$ cat src/rtl/cpu_pkg.sv
// Shared CPU definitions: load/store func3 encodings, LSU state type, legality check.
// Latency: n/a (types, constants and a pure function only).
// Backpressure: n/a.
package cpu_pkg;

    // Load encodings
    localparam logic [2:0] F3_LB  = 3'b000;
    localparam logic [2:0] F3_LH  = 3'b001;
    localparam logic [2:0] F3_LW  = 3'b010;
    localparam logic [2:0] F3_LBU = 3'b100;
    localparam logic [2:0] F3_LHU = 3'b101;

    // Store encodings share the size field with loads
    localparam logic [2:0] F3_SB  = 3'b000;
    localparam logic [2:0] F3_SH  = 3'b001;
    localparam logic [2:0] F3_SW  = 3'b010;

    localparam int DefaultTimeoutCycles = 256;

    typedef enum logic [1:0] {
        ST_IDLE   = 2'd0,
        ST_ACCESS = 2'd1,
        ST_WAIT   = 2'd2,
        ST_RESP   = 2'd3
    } lsu_state_t;

    // Unknown encodings, unsigned stores and misaligned halfword/word accesses fault
    function automatic logic access_illegal(input logic       we,
                                            input logic [2:0] func3,
                                            input logic [1:0] addr_lo);
        logic bad;
        bad = 1'b0;
        if (func3 == 3'b011 || func3 == 3'b110 || func3 == 3'b111) bad = 1'b1;
        if (we && func3[2])                                        bad = 1'b1;
        if (func3[1:0] == 2'b01 && addr_lo[0])                     bad = 1'b1;
        if (func3[1:0] == 2'b10 && addr_lo != 2'b00)               bad = 1'b1;
        return bad;
    endfunction

endpackage

$ cat src/rtl/load_store_unit_if.sv
// Pipeline request/response and memory-port bundle for the load/store unit.
// Latency: n/a (wiring only).
// Backpressure: req_ready_o/busy_o stall the pipeline; mem_gnt_i holds the memory request.
interface load_store_unit_if #(
    parameter int AddrWidth = 32
) ();

    logic                 req_valid_i;
    logic                 req_ready_o;
    logic                 req_we_i;
    logic [2:0]           req_func3_i;
    logic [AddrWidth-1:0] req_addr_i;
    logic [31:0]          req_wdata_i;

    logic                 rsp_valid_o;
    logic [31:0]          rsp_rdata_o;
    logic                 rsp_err_o;
    logic                 busy_o;

    logic                 mem_req_o;
    logic                 mem_we_o;
    logic [3:0]           mem_be_o;
    logic [AddrWidth-1:0] mem_addr_o;
    logic [31:0]          mem_wdata_o;
    logic                 mem_gnt_i;
    logic                 mem_rvalid_i;
    logic [31:0]          mem_rdata_i;

    // The unit itself
    modport slave (
        input  req_valid_i, req_we_i, req_func3_i, req_addr_i, req_wdata_i,
        input  mem_gnt_i, mem_rvalid_i, mem_rdata_i,
        output req_ready_o, rsp_valid_o, rsp_rdata_o, rsp_err_o, busy_o,
        output mem_req_o, mem_we_o, mem_be_o, mem_addr_o, mem_wdata_o
    );

    // Pipeline plus memory environment driving the unit
    modport master (
        output req_valid_i, req_we_i, req_func3_i, req_addr_i, req_wdata_i,
        output mem_gnt_i, mem_rvalid_i, mem_rdata_i,
        input  req_ready_o, rsp_valid_o, rsp_rdata_o, rsp_err_o, busy_o,
        input  mem_req_o, mem_we_o, mem_be_o, mem_addr_o, mem_wdata_o
    );

endinterface

$ cat src/rtl/lsu_align.sv
// Lane formatting: store data/byte-enable placement and load shift/extension.
// Latency: purely combinational.
// Backpressure: none.
module lsu_align
    import cpu_pkg::*;
(
    input  logic        we,
    input  logic [2:0]  func3,
    input  logic [1:0]  addr_lo,
    input  logic [31:0] wdata,
    input  logic [31:0] mem_rdata,
    output logic [3:0]  be,
    output logic [31:0] wdata_lane,
    output logic [31:0] rdata_fmt
);

    logic [31:0] shifted;

    // Store side: move right-aligned data onto its byte lanes; loads read the full word
    always_comb begin
        be         = 4'b1111;
        wdata_lane = wdata;
        if (we) begin
            case (func3[1:0])
                2'b00: begin
                    be         = 4'b0001 << addr_lo;
                    wdata_lane = {24'b0, wdata[7:0]} << {addr_lo, 3'b000};
                end
                2'b01: begin
                    be         = addr_lo[1] ? 4'b1100 : 4'b0011;
                    wdata_lane = {16'b0, wdata[15:0]} << {addr_lo[1], 4'b0000};
                end
                default: begin
                    be         = 4'b1111;
                    wdata_lane = wdata;
                end
            endcase
        end
    end

    // Load side: bring the addressed lane down to bit 0 and extend
    always_comb begin
        shifted = mem_rdata >> {addr_lo, 3'b000};
        case (func3)
            F3_LB:   rdata_fmt = {{24{shifted[7]}}, shifted[7:0]};
            F3_LH:   rdata_fmt = {{16{shifted[15]}}, shifted[15:0]};
            F3_LW:   rdata_fmt = mem_rdata;
            F3_LBU:  rdata_fmt = {24'b0, shifted[7:0]};
            F3_LHU:  rdata_fmt = {16'b0, shifted[15:0]};
            default: rdata_fmt = 32'b0;
        endcase
    end

endmodule

$ cat src/rtl/load_store_unit.sv
// Single-outstanding load/store unit: pipeline request -> memory access -> one-cycle response.
// Latency: 3 cycles minimum from acceptance to rsp_valid_o; faults respond 1 cycle after acceptance.
// Backpressure: req_ready_o only in IDLE; mem outputs held until mem_gnt_i; access aborts after TimeoutCycles.
module load_store_unit
    import cpu_pkg::*;
#(
    parameter int AddrWidth     = 32,
    parameter int TimeoutCycles = DefaultTimeoutCycles
) (
    input  logic               clk,
    input  logic               rstn,
    load_store_unit_if.slave   bus
);

    localparam int             CntW    = $clog2(TimeoutCycles + 1);
    localparam logic [CntW-1:0] CntLast = CntW'(TimeoutCycles - 1);

    lsu_state_t           state;
    logic                 we_q;
    logic [2:0]           func3_q;
    logic [AddrWidth-1:0] addr_q;
    logic [31:0]          wdata_q;
    logic [CntW-1:0]      cnt;
    logic [31:0]          rdata_q;
    logic                 err_q;

    logic [3:0]           be_lane;
    logic [31:0]          wdata_lane;
    logic [31:0]          rdata_fmt;
    logic                 in_access;

    lsu_align u_align (
        .we         (we_q),
        .func3      (func3_q),
        .addr_lo    (addr_q[1:0]),
        .wdata      (wdata_q),
        .mem_rdata  (bus.mem_rdata_i),
        .be         (be_lane),
        .wdata_lane (wdata_lane),
        .rdata_fmt  (rdata_fmt)
    );

    // Request capture, access sequencing and timeout; err/rdata are only non-zero in RESP
    always_ff @(posedge clk or negedge rstn) begin
        if (!rstn) begin
            state   <= ST_IDLE;
            we_q    <= 1'b0;
            func3_q <= 3'b0;
            addr_q  <= '0;
            wdata_q <= 32'b0;
            cnt     <= '0;
            rdata_q <= 32'b0;
            err_q   <= 1'b0;
        end else begin
            case (state)
                ST_IDLE: begin
                    if (bus.req_valid_i) begin
                        we_q    <= bus.req_we_i;
                        func3_q <= bus.req_func3_i;
                        addr_q  <= bus.req_addr_i;
                        wdata_q <= bus.req_wdata_i;
                        cnt     <= '0;
                        rdata_q <= 32'b0;
                        if (access_illegal(bus.req_we_i, bus.req_func3_i, bus.req_addr_i[1:0])) begin
                            err_q <= 1'b1;
                            state <= ST_RESP;
                        end else begin
                            err_q <= 1'b0;
                            state <= ST_ACCESS;
                        end
                    end
                end
                ST_ACCESS: begin
                    cnt <= cnt + 1'b1;
                    if (bus.mem_gnt_i) begin
                        state <= ST_WAIT;
                    end else if (cnt == CntLast) begin
                        err_q <= 1'b1;
                        state <= ST_RESP;
                    end
                end
                ST_WAIT: begin
                    cnt <= cnt + 1'b1;
                    if (bus.mem_rvalid_i) begin
                        rdata_q <= we_q ? 32'b0 : rdata_fmt;
                        state   <= ST_RESP;
                    end else if (cnt == CntLast) begin
                        err_q <= 1'b1;
                        state <= ST_RESP;
                    end
                end
                default: begin
                    rdata_q <= 32'b0;
                    err_q   <= 1'b0;
                    state   <= ST_IDLE;
                end
            endcase
        end
    end

    assign in_access = (state == ST_ACCESS);

    assign bus.req_ready_o = (state == ST_IDLE);
    assign bus.busy_o      = (state != ST_IDLE);
    assign bus.rsp_valid_o = (state == ST_RESP);
    assign bus.rsp_err_o   = err_q;
    assign bus.rsp_rdata_o = rdata_q;

    // Memory port is quiet outside ACCESS so nothing stale leaks after a response or reset
    assign bus.mem_req_o   = in_access;
    assign bus.mem_we_o    = in_access & we_q;
    assign bus.mem_be_o    = in_access ? be_lane    : 4'b0;
    assign bus.mem_addr_o  = in_access ? addr_q     : '0;
    assign bus.mem_wdata_o = in_access ? wdata_lane : 32'b0;

endmodule

$ cat src/flat_wrapper.sv
// flat-port wrapper written by rule: the top's interface ports become plain ports
module load_store_unit_flat import cpu_pkg::*;
#(
    parameter int AddrWidth     = 32,
    parameter int TimeoutCycles = DefaultTimeoutCycles
)
  (clk, rstn, bus_req_valid_i, bus_req_we_i, bus_req_func3_i, bus_req_addr_i, bus_req_wdata_i, bus_mem_gnt_i, bus_mem_rvalid_i, bus_mem_rdata_i, bus_req_ready_o, bus_rsp_valid_o, bus_rsp_rdata_o, bus_rsp_err_o, bus_busy_o, bus_mem_req_o, bus_mem_we_o, bus_mem_be_o, bus_mem_addr_o, bus_mem_wdata_o);
  load_store_unit_if #(.AddrWidth(AddrWidth)) bus_i ();
  input  logic clk;
  input  logic rstn;
  input wire logic [$bits(bus_i.req_valid_i)-1:0] bus_req_valid_i;
  input wire logic [$bits(bus_i.req_we_i)-1:0] bus_req_we_i;
  input wire logic [$bits(bus_i.req_func3_i)-1:0] bus_req_func3_i;
  input wire logic [$bits(bus_i.req_addr_i)-1:0] bus_req_addr_i;
  input wire logic [$bits(bus_i.req_wdata_i)-1:0] bus_req_wdata_i;
  input wire logic [$bits(bus_i.mem_gnt_i)-1:0] bus_mem_gnt_i;
  input wire logic [$bits(bus_i.mem_rvalid_i)-1:0] bus_mem_rvalid_i;
  input wire logic [$bits(bus_i.mem_rdata_i)-1:0] bus_mem_rdata_i;
  output wire logic [$bits(bus_i.req_ready_o)-1:0] bus_req_ready_o;
  output wire logic [$bits(bus_i.rsp_valid_o)-1:0] bus_rsp_valid_o;
  output wire logic [$bits(bus_i.rsp_rdata_o)-1:0] bus_rsp_rdata_o;
  output wire logic [$bits(bus_i.rsp_err_o)-1:0] bus_rsp_err_o;
  output wire logic [$bits(bus_i.busy_o)-1:0] bus_busy_o;
  output wire logic [$bits(bus_i.mem_req_o)-1:0] bus_mem_req_o;
  output wire logic [$bits(bus_i.mem_we_o)-1:0] bus_mem_we_o;
  output wire logic [$bits(bus_i.mem_be_o)-1:0] bus_mem_be_o;
  output wire logic [$bits(bus_i.mem_addr_o)-1:0] bus_mem_addr_o;
  output wire logic [$bits(bus_i.mem_wdata_o)-1:0] bus_mem_wdata_o;
  assign bus_i.req_valid_i = bus_req_valid_i;
  assign bus_i.req_we_i = bus_req_we_i;
  assign bus_i.req_func3_i = bus_req_func3_i;
  assign bus_i.req_addr_i = bus_req_addr_i;
  assign bus_i.req_wdata_i = bus_req_wdata_i;
  assign bus_i.mem_gnt_i = bus_mem_gnt_i;
  assign bus_i.mem_rvalid_i = bus_mem_rvalid_i;
  assign bus_i.mem_rdata_i = bus_mem_rdata_i;
  assign bus_req_ready_o = bus_i.req_ready_o;
  assign bus_rsp_valid_o = bus_i.rsp_valid_o;
  assign bus_rsp_rdata_o = bus_i.rsp_rdata_o;
  assign bus_rsp_err_o = bus_i.rsp_err_o;
  assign bus_busy_o = bus_i.busy_o;
  assign bus_mem_req_o = bus_i.mem_req_o;
  assign bus_mem_we_o = bus_i.mem_we_o;
  assign bus_mem_be_o = bus_i.mem_be_o;
  assign bus_mem_addr_o = bus_i.mem_addr_o;
  assign bus_mem_wdata_o = bus_i.mem_wdata_o;
  load_store_unit #(.AddrWidth(AddrWidth), .TimeoutCycles(TimeoutCycles)) u_core (.clk(clk), .rstn(rstn), .bus(bus_i));
endmodule
$ cat config.mk
export PLATFORM = sky130hd
export DESIGN_NAME = load_store_unit_flat
export DESIGN_NICKNAME = d
export VERILOG_FILES = /design/src/rtl/cpu_pkg.sv /design/src/rtl/load_store_unit_if.sv /design/src/rtl/lsu_align.sv /design/src/rtl/load_store_unit.sv /design/src/flat_wrapper.sv
export SDC_FILE = /design/constraint.sdc
export NUM_CORES = 1
export LEC_CHECK = 0
export ABC_AREA = 1
export BUFFER_PORTS_ARGS = -buffer_cell sky130_fd_sc_hd__buf_2
export CAP_MARGIN = 0
export CORE_MARGIN = 3
export CORE_UTILIZATION = 30
export DETAILED_ROUTE_END_ITERATION = 16
export SLEW_MARGIN = 20
export SYNTH_ARGS = -nofsm -noshare
export SYNTH_HDL_FRONTEND = slang
export SYNTH_HIERARCHICAL = 1
export SYNTH_SLANG_ARGS = --single-unit
$ cat constraint.sdc
create_clock -name clk -period 4.1 [get_ports clk]
set_clock_uncertainty 0.2 [all_clocks]
set_input_delay 0.41 -clock clk [delete_from_list [all_inputs] [get_ports clk]]
set_output_delay 0.41 -clock clk [all_outputs]
set_load 0.01 [all_outputs]
## After elaboration in Yosys (flattened, before gate mapping)

Cells that the tools add are included.

- Register bits: 112
- Input port bits: 105
- Output and inout bits: 106

- Add/sub/neg operators: 1
- Equality and inequality tests: 18
- Shifts and indexed selects: 4
- Muxes and demuxes: 33
- Bitwise operators: 2
- Reductions and logical operators: 16

Operators by type and width:

| operator | count |
|---|---|
| 32-bit two-way mux | 6 |
| 32-bit one-hot mux with 5 select lines | 1 |
| 32-bit one-hot mux with 3 select lines | 1 |
| 32-bit one-hot mux with 2 select lines | 1 |
| 16-bit by 5-bit left shift with 32-bit output | 1 |
| 8-bit by 5-bit left shift with 32-bit output | 1 |
| 32-bit by 5-bit >> shifter with 16-bit output | 1 |
| 9-bit one-hot mux with 2 select lines | 1 |
| 3-bit == test (second input constant) | 4 |
| 4-bit two-way mux | 3 |
| 1-bit two-way mux | 11 |
| 2-bit two-way mux | 5 |
| 9-bit by 1-bit adder with 9-bit output (second input constant) | 1 |
| 9-bit by 8-bit == test with 1-bit output (second input constant) | 1 |
| 9-bit two-way mux | 1 |
| 2-bit != test (second input constant) | 4 |
| 4-bit one-hot mux with 2 select lines | 1 |
| 2-bit by 1-bit == test with 1-bit output (second input constant) | 3 |
| 2-bit == test (second input constant) | 3 |
| 3-bit by 2-bit == test with 1-bit output (second input constant) | 2 |
| 2-bit one-hot mux with 3 select lines | 1 |
| 3-bit AND reduction | 2 |
| 2-bit nonzero test | 3 |
| 2-bit logical NOT | 2 |
| other kinds (10) | 14 |

## Depth between registers and ports, before layout

- Depth in word-level cells: 12
- Depth in mapped cells: 11
- Gate-level depth less buffers: 11

## By module

The synthesis kept the hierarchy.

Modules (own cells, without submodules):

| module | times used | cells an instance | area an instance (µm²) | sequential area each (µm²) |
|---|---|---|---|---|
| load_store_unit | 1 | 542 | 5128.7 | 2802.7 |
| lsu_align | 1 | 306 | 1407.6 | 0.0 |

## Worst setup path after synthesis

No wires, ideal clock.

- Path kind: reg-to-output
- Start: reg u_core.state[1]
- End: out bus_mem_wdata_o[21]
- Data arrival time: 1422 ps
- Slack: 2068 ps
- Cell stages (with the launch flop): 8
- Buffers on the path: 3
- Cells stage by stage: dfrtp_1 inv_1 ha_1 buf_2 buf_2 buf_2 nand2_1 inv_1

- Cells in the longest elaborated chain, start to end: 2

Ends and longest elaborated chain:

| element | line | text |
|---|---|---|
| start: declaration | load_store_unit.sv:18 | `lsu_state_t state;` |
| start signal: assignment | load_store_unit.sv:46 | `state <= ST_IDLE;` |
| start signal: assignment | load_store_unit.sv:66 | `state <= ST_RESP;` |
| start signal: assignment | load_store_unit.sv:69 | `state <= ST_ACCESS;` |
| 2-bit by 1-bit == test with 1-bit output | load_store_unit.sv:101 | `assign in_access = (state == ST_ACCESS);` |
| via bus_mem_req_o | flat_wrapper.sv:24 | `output wire logic [$bits(bus_i.mem_req_o)-1:0] bus_mem_req_o;` |
| 32-bit two-way mux | load_store_unit.sv:114 | `assign bus.mem_wdata_o = in_access ? wdata_lane : 32'b0;` |
| end: declaration | flat_wrapper.sv:28 | `output wire logic [$bits(bus_i.mem_wdata_o)-1:0] bus_mem_wdata_o;` |

The timed path passes the listed nets, and every way through them passes these cells.

## Worst setup path in the final report

- Start: reg u_core.addr_q[1]
- End: out bus_mem_wdata_o[17]

- Cells in the longest elaborated chain, start to end: 4
- Elaborated cells between the ends (all ways): 5
- Those cells by class: shift (2); mux (3)

Ends and longest elaborated chain:

| element | line | text |
|---|---|---|
| start: declaration | load_store_unit.sv:21 | `logic [AddrWidth-1:0] addr_q;` |
| start signal: assignment | load_store_unit.sv:60 | `addr_q <= bus.req_addr_i;` |
| 16-bit by 5-bit left shift with 32-bit output or 8-bit by 5-bit left shift with 32-bit output (tied branches) | lsu_align.sv:31, lsu_align.sv:27 |  |
| 32-bit one-hot mux with 2 select lines (*) | lsu_align.sv:24 | `case (func3[1:0])` |
| 32-bit two-way mux (*) | lsu_align.sv:23 | `if (we) begin` |
| via u_core.wdata_lane[17] | load_store_unit.sv:28 | `logic [31:0] wdata_lane;` |
| 32-bit two-way mux (*) | load_store_unit.sv:114 |  |

Mark *: on every way through the listed nets, which the timed path passes. The rest lies on a longest branch.

==> out/metrics.csv <==
stage,metric,value,unit
critical_path,Worst path slowest cell,dfrtp_1,
critical_path,FF-to-FF Start,u_core/addr_q[1],
sta,worst hold margin,0.0688,ns
sta,Slew headroom,0.348,
synthesis,synth warn,6,
synthesis,"area leader, netlist",dfrtp_1,
layout,Finished Core Util,0.381,
place,DP Area,0.00776,sq mm
power,Gate power share,0.521,
sta,Final min period,3.44,ns
clock_tree,htree depth,3,
synthesis,top_reg_cell synth,dfrtp_1,
power,Clock Power Share,0.151,
place,hpwl dp,14500,um
floorplan,FP Rows,53,
clock_tree,clock slew at reported path FFs,0.09,ns
sta,final hold vios,0,
routing,via count,6135,
power,P_int,3.23,mW
grt,vias in the first global route,5967,
synthesis,synthesized area per cell,7.71,sq um
routing,Post-Route WL,19700,um
power,sequential power share,0.329,
routing,first drt pass iteration count,5,
min_path,launch point of the worst hold path,bus_req_addr_i[4],
critical_path,"Buf+Inv Stages, Crit Path",3,
sta,Final Max Tran Viols,0,
synthesis,sequential-to-total area share from yosys stat,0.429,
sta,TNS Setup,0,ns
place,count of input and output buffers,210,
clock_tree,clock buffer depth,2,
layout,final net count,1148,
clock_tree,clk sinks,112,
synthesis,Synth Net Count,959,
sta,fmax,291,MHz
layout,Multi-input gate area,0.00295,sq mm
layout,area grow syn2layout,23.6,%
synthesis,Syn Inst Count,848,
critical_path,R2R Setup Slk,1.29,ns
power,sw power,2.79,mW
layout,layout cells sized above 1,0.308,
layout,FILL cells,2250,
critical_path,kind of cell adding the most delay to the critical path,simple AND/OR/NAND/NOR gates,
critical_path,Startpoint Class,register,
sta,setup violators final,0,
synthesis,synth top area cells,"dfrtp_1 (43%), nand2_1 (14%), mux2_2 (11%)",
place,Placed Instances,1300,
place,routability congestion estimate from global placement,0.849,
power,Net Sw Frac,0.463,
clock_tree,root buf cell,clkbuf_16,
grt,Total GRT Usage,0.165,
floorplan,full die area,0.0236,sq mm
status,status,"finished, final reports clean",
critical_path,R2R depth,7,
sta,RSZ-0062 raised after global routing,false,
power,leakage,4.72,nW
critical_path,CP endpoint kind,output port,
power,pwr dens,745,mW/mm^2
job,number of max-cap violations,0,
clock_tree,clk_lat worst skew,0.36,ns
critical_path,Arrival @ worst endpoint,2.83,ns
critical_path,"most used cell, CP",nand2_1,
grt,largest net degree at the start of global routing,72,
routing,DRC violation count after routing,0,
floorplan,core area,0.0212,sq mm
critical_path,Setup CP Type,register to output port,
synthesis,"EDFF count, synth",0,
min_path,Cells on Worst Hold Path,2,
synthesis,Async SR Flop Fraction,1.00,
layout,diode count,0,
clock_tree,post-cts sizing count,0,
grt,first-pass GRT wire length,31400,um
min_path,WHS Endpoint,u_core/addr_q[4],
routing,Avg WL per Cell,15.0,um
critical_path,cell count along the critical path,9,
routing,Via-to-Cell Ratio,4.66,
power,Max VDD drop,247,uV
layout,storage element area,0.00280,sq mm
synthesis,Yosys reg bits,112,
critical_path,crit-path max FO,25,
synthesis,area share of the largest cell type after synthesis,0.429,
floorplan,Die H,154,um
routing,Initial DRC Count,388,
clock_tree,TritonCTS clock tree,built,
floorplan,Die X-Extent,154,um
routing,ANT nets after route,0,
critical_path,RR Endpoint,u_core/bus.rsp_rdata_o[8],
critical_path,"slowest stage delay, CP",0.95,ns
synthesis,Cell variety after synth,33,
min_path,HP Class,input port to register,
sta,worst slew pin tran,0.979,ns
critical_path,worst path cell trace,inv_2 > nor2_2 > nand2_1 > nand2_2 > nand3_1 > nand2_1 > nand2_1 > inv_1 > buf_2,
synthesis,synthesized cell area,0.00654,sq mm
clock_tree,total CTS buffers,9,
layout,Post-Layout Cell Count,1317,
grt,initial antenna violation count,5,
critical_path,CP required,3.49,ns
floorplan,# IOs,211,
sta,fin crit share,0.839,
layout,Post-Layout Inst Area,0.00808,sq mm
grt,grt total ovfl,0,
floorplan,Starting Density,0.308,
[how the worst max path moves through the flow]
stage	slack (ns)	to	startpoint
finish	0.66	bus_mem_wdata_o[17]	u_core/addr_q[1]
global route	0.48	bus_mem_wdata_o[17]	u_core/addr_q[1]
CTS	0.67	bus_mem_wdata_o[17]	u_core/addr_q[1]
detailed placement	1.09	bus_mem_wdata_o[17]	u_core/addr_q[1]
global placement	1.21	bus_mem_wdata_o[20]	u_core/addr_q[1]
floorplan	2.07	bus_mem_wdata_o[21]	u_core/state[1]
[state kept, by name (all words and copies together) (netlist names)]
register                count
u_core/addr_q              32
u_core/bus.rsp_rdata_o     32
u_core/wdata_q             32
u_core/cnt                  9
u_core/func3_q              3
u_core/state                2
u_core/bus.rsp_err_o        1
u_core/we_q                 1
[power by group through the flow]
stage	sequential [mW]	clock [mW]	combinational, mW
2_1_floorplan	1.89	0	2.30
3_3_place_gp	1.99	0	3.13
3_5_place_dp	2.00	0	3.16
4_1_cts	1.98	0.944	3.17
5_1_grt	2.05	0.984	3.54
6_report	1.98	0.906	3.13
[cells in the mapped netlist, types with 2 or more instances]
library cell	number
nand4_1	2
a21oi_1	6
nand3_2	2
nor2_2	4
buf_2	15
inv_2	6
clkbuf_8	2
o21ai_1	4
o22ai_1	9
nand3_1	108
buf_6	3
mux2_2	65
nor2_1	47
ha_1	6
clkbuf_2	2
buf_4	8
nand2_1	240
clkbuf_1	8
nand2_2	3
inv_1	142
o21ai_0	43
dfrtp_1	112
[per-stage QoR]
stage	setup slack, ns	total power, mW
after floorplan	2.07	4.19
after global placement	1.21	5.12
after detailed placement	1.09	5.16
after CTS	0.675	6.09
after global routing	0.478	6.58
final	0.660	6.02
[final cells by class]
type	instances	share of cell area
timing repair buffer	216	0.138
inverter	149	0.0692
multi-input combinational	549	0.365
sequential	112	0.347
clock inverter	7	0.0107
clock buffer	9	0.0279
tap	275	0.0426
[what timing repair did]
action / 4_1_cts / 5_1_grt
setup buffers: 0 / 0
hold buffers: 1 / 0
endpoints found under the hold margin: 59 / 0
[layout by cell type, fill, tap and decap left out, drive strengths merged, types with 2 or more instances in the layout]
cell and n:
clkbuf 9, nand3 110, nor2 52, a21oi 7
buf 215, nand4 2, nor3 2, dfrtp 112
clkinv 5, mux2 65, nand2 245, o22ai 10
o21ai 47, inv 151, ha 6
[logic make-up after synthesis]
kind of cell	count (synthesis)	share of synthesized area
compound gates	64	0.0536
mux	66	0.114
buf+inv	187	0.122
simple gates	413	0.271
flops	112	0.429
fa+ha+maj	6	0.0115
[layer usage]
layer | track usage | vias to the layer above | wire length [um]
li1 | - | 3028 | -
met1 | 0.213 | 2842 | 8460
met2 | 0.262 | 228 | 9130
met3 | 0.0557 | 27 | 1760
met4 | 0.0500 | 10 | 291
met5 | 0 | - | 57
[worst register-to-register path, stage by stage, from the launching register on]
cell,delay (ns)
dfrtp_1,0.95
inv_2,0.30
nand2_1,0.14
nand2_1,0.07
nand2_1,0.61
nand3_1,0.20
nand3_1,0.13
o21ai_0,0.08
(Power assumes the default switching activity.)
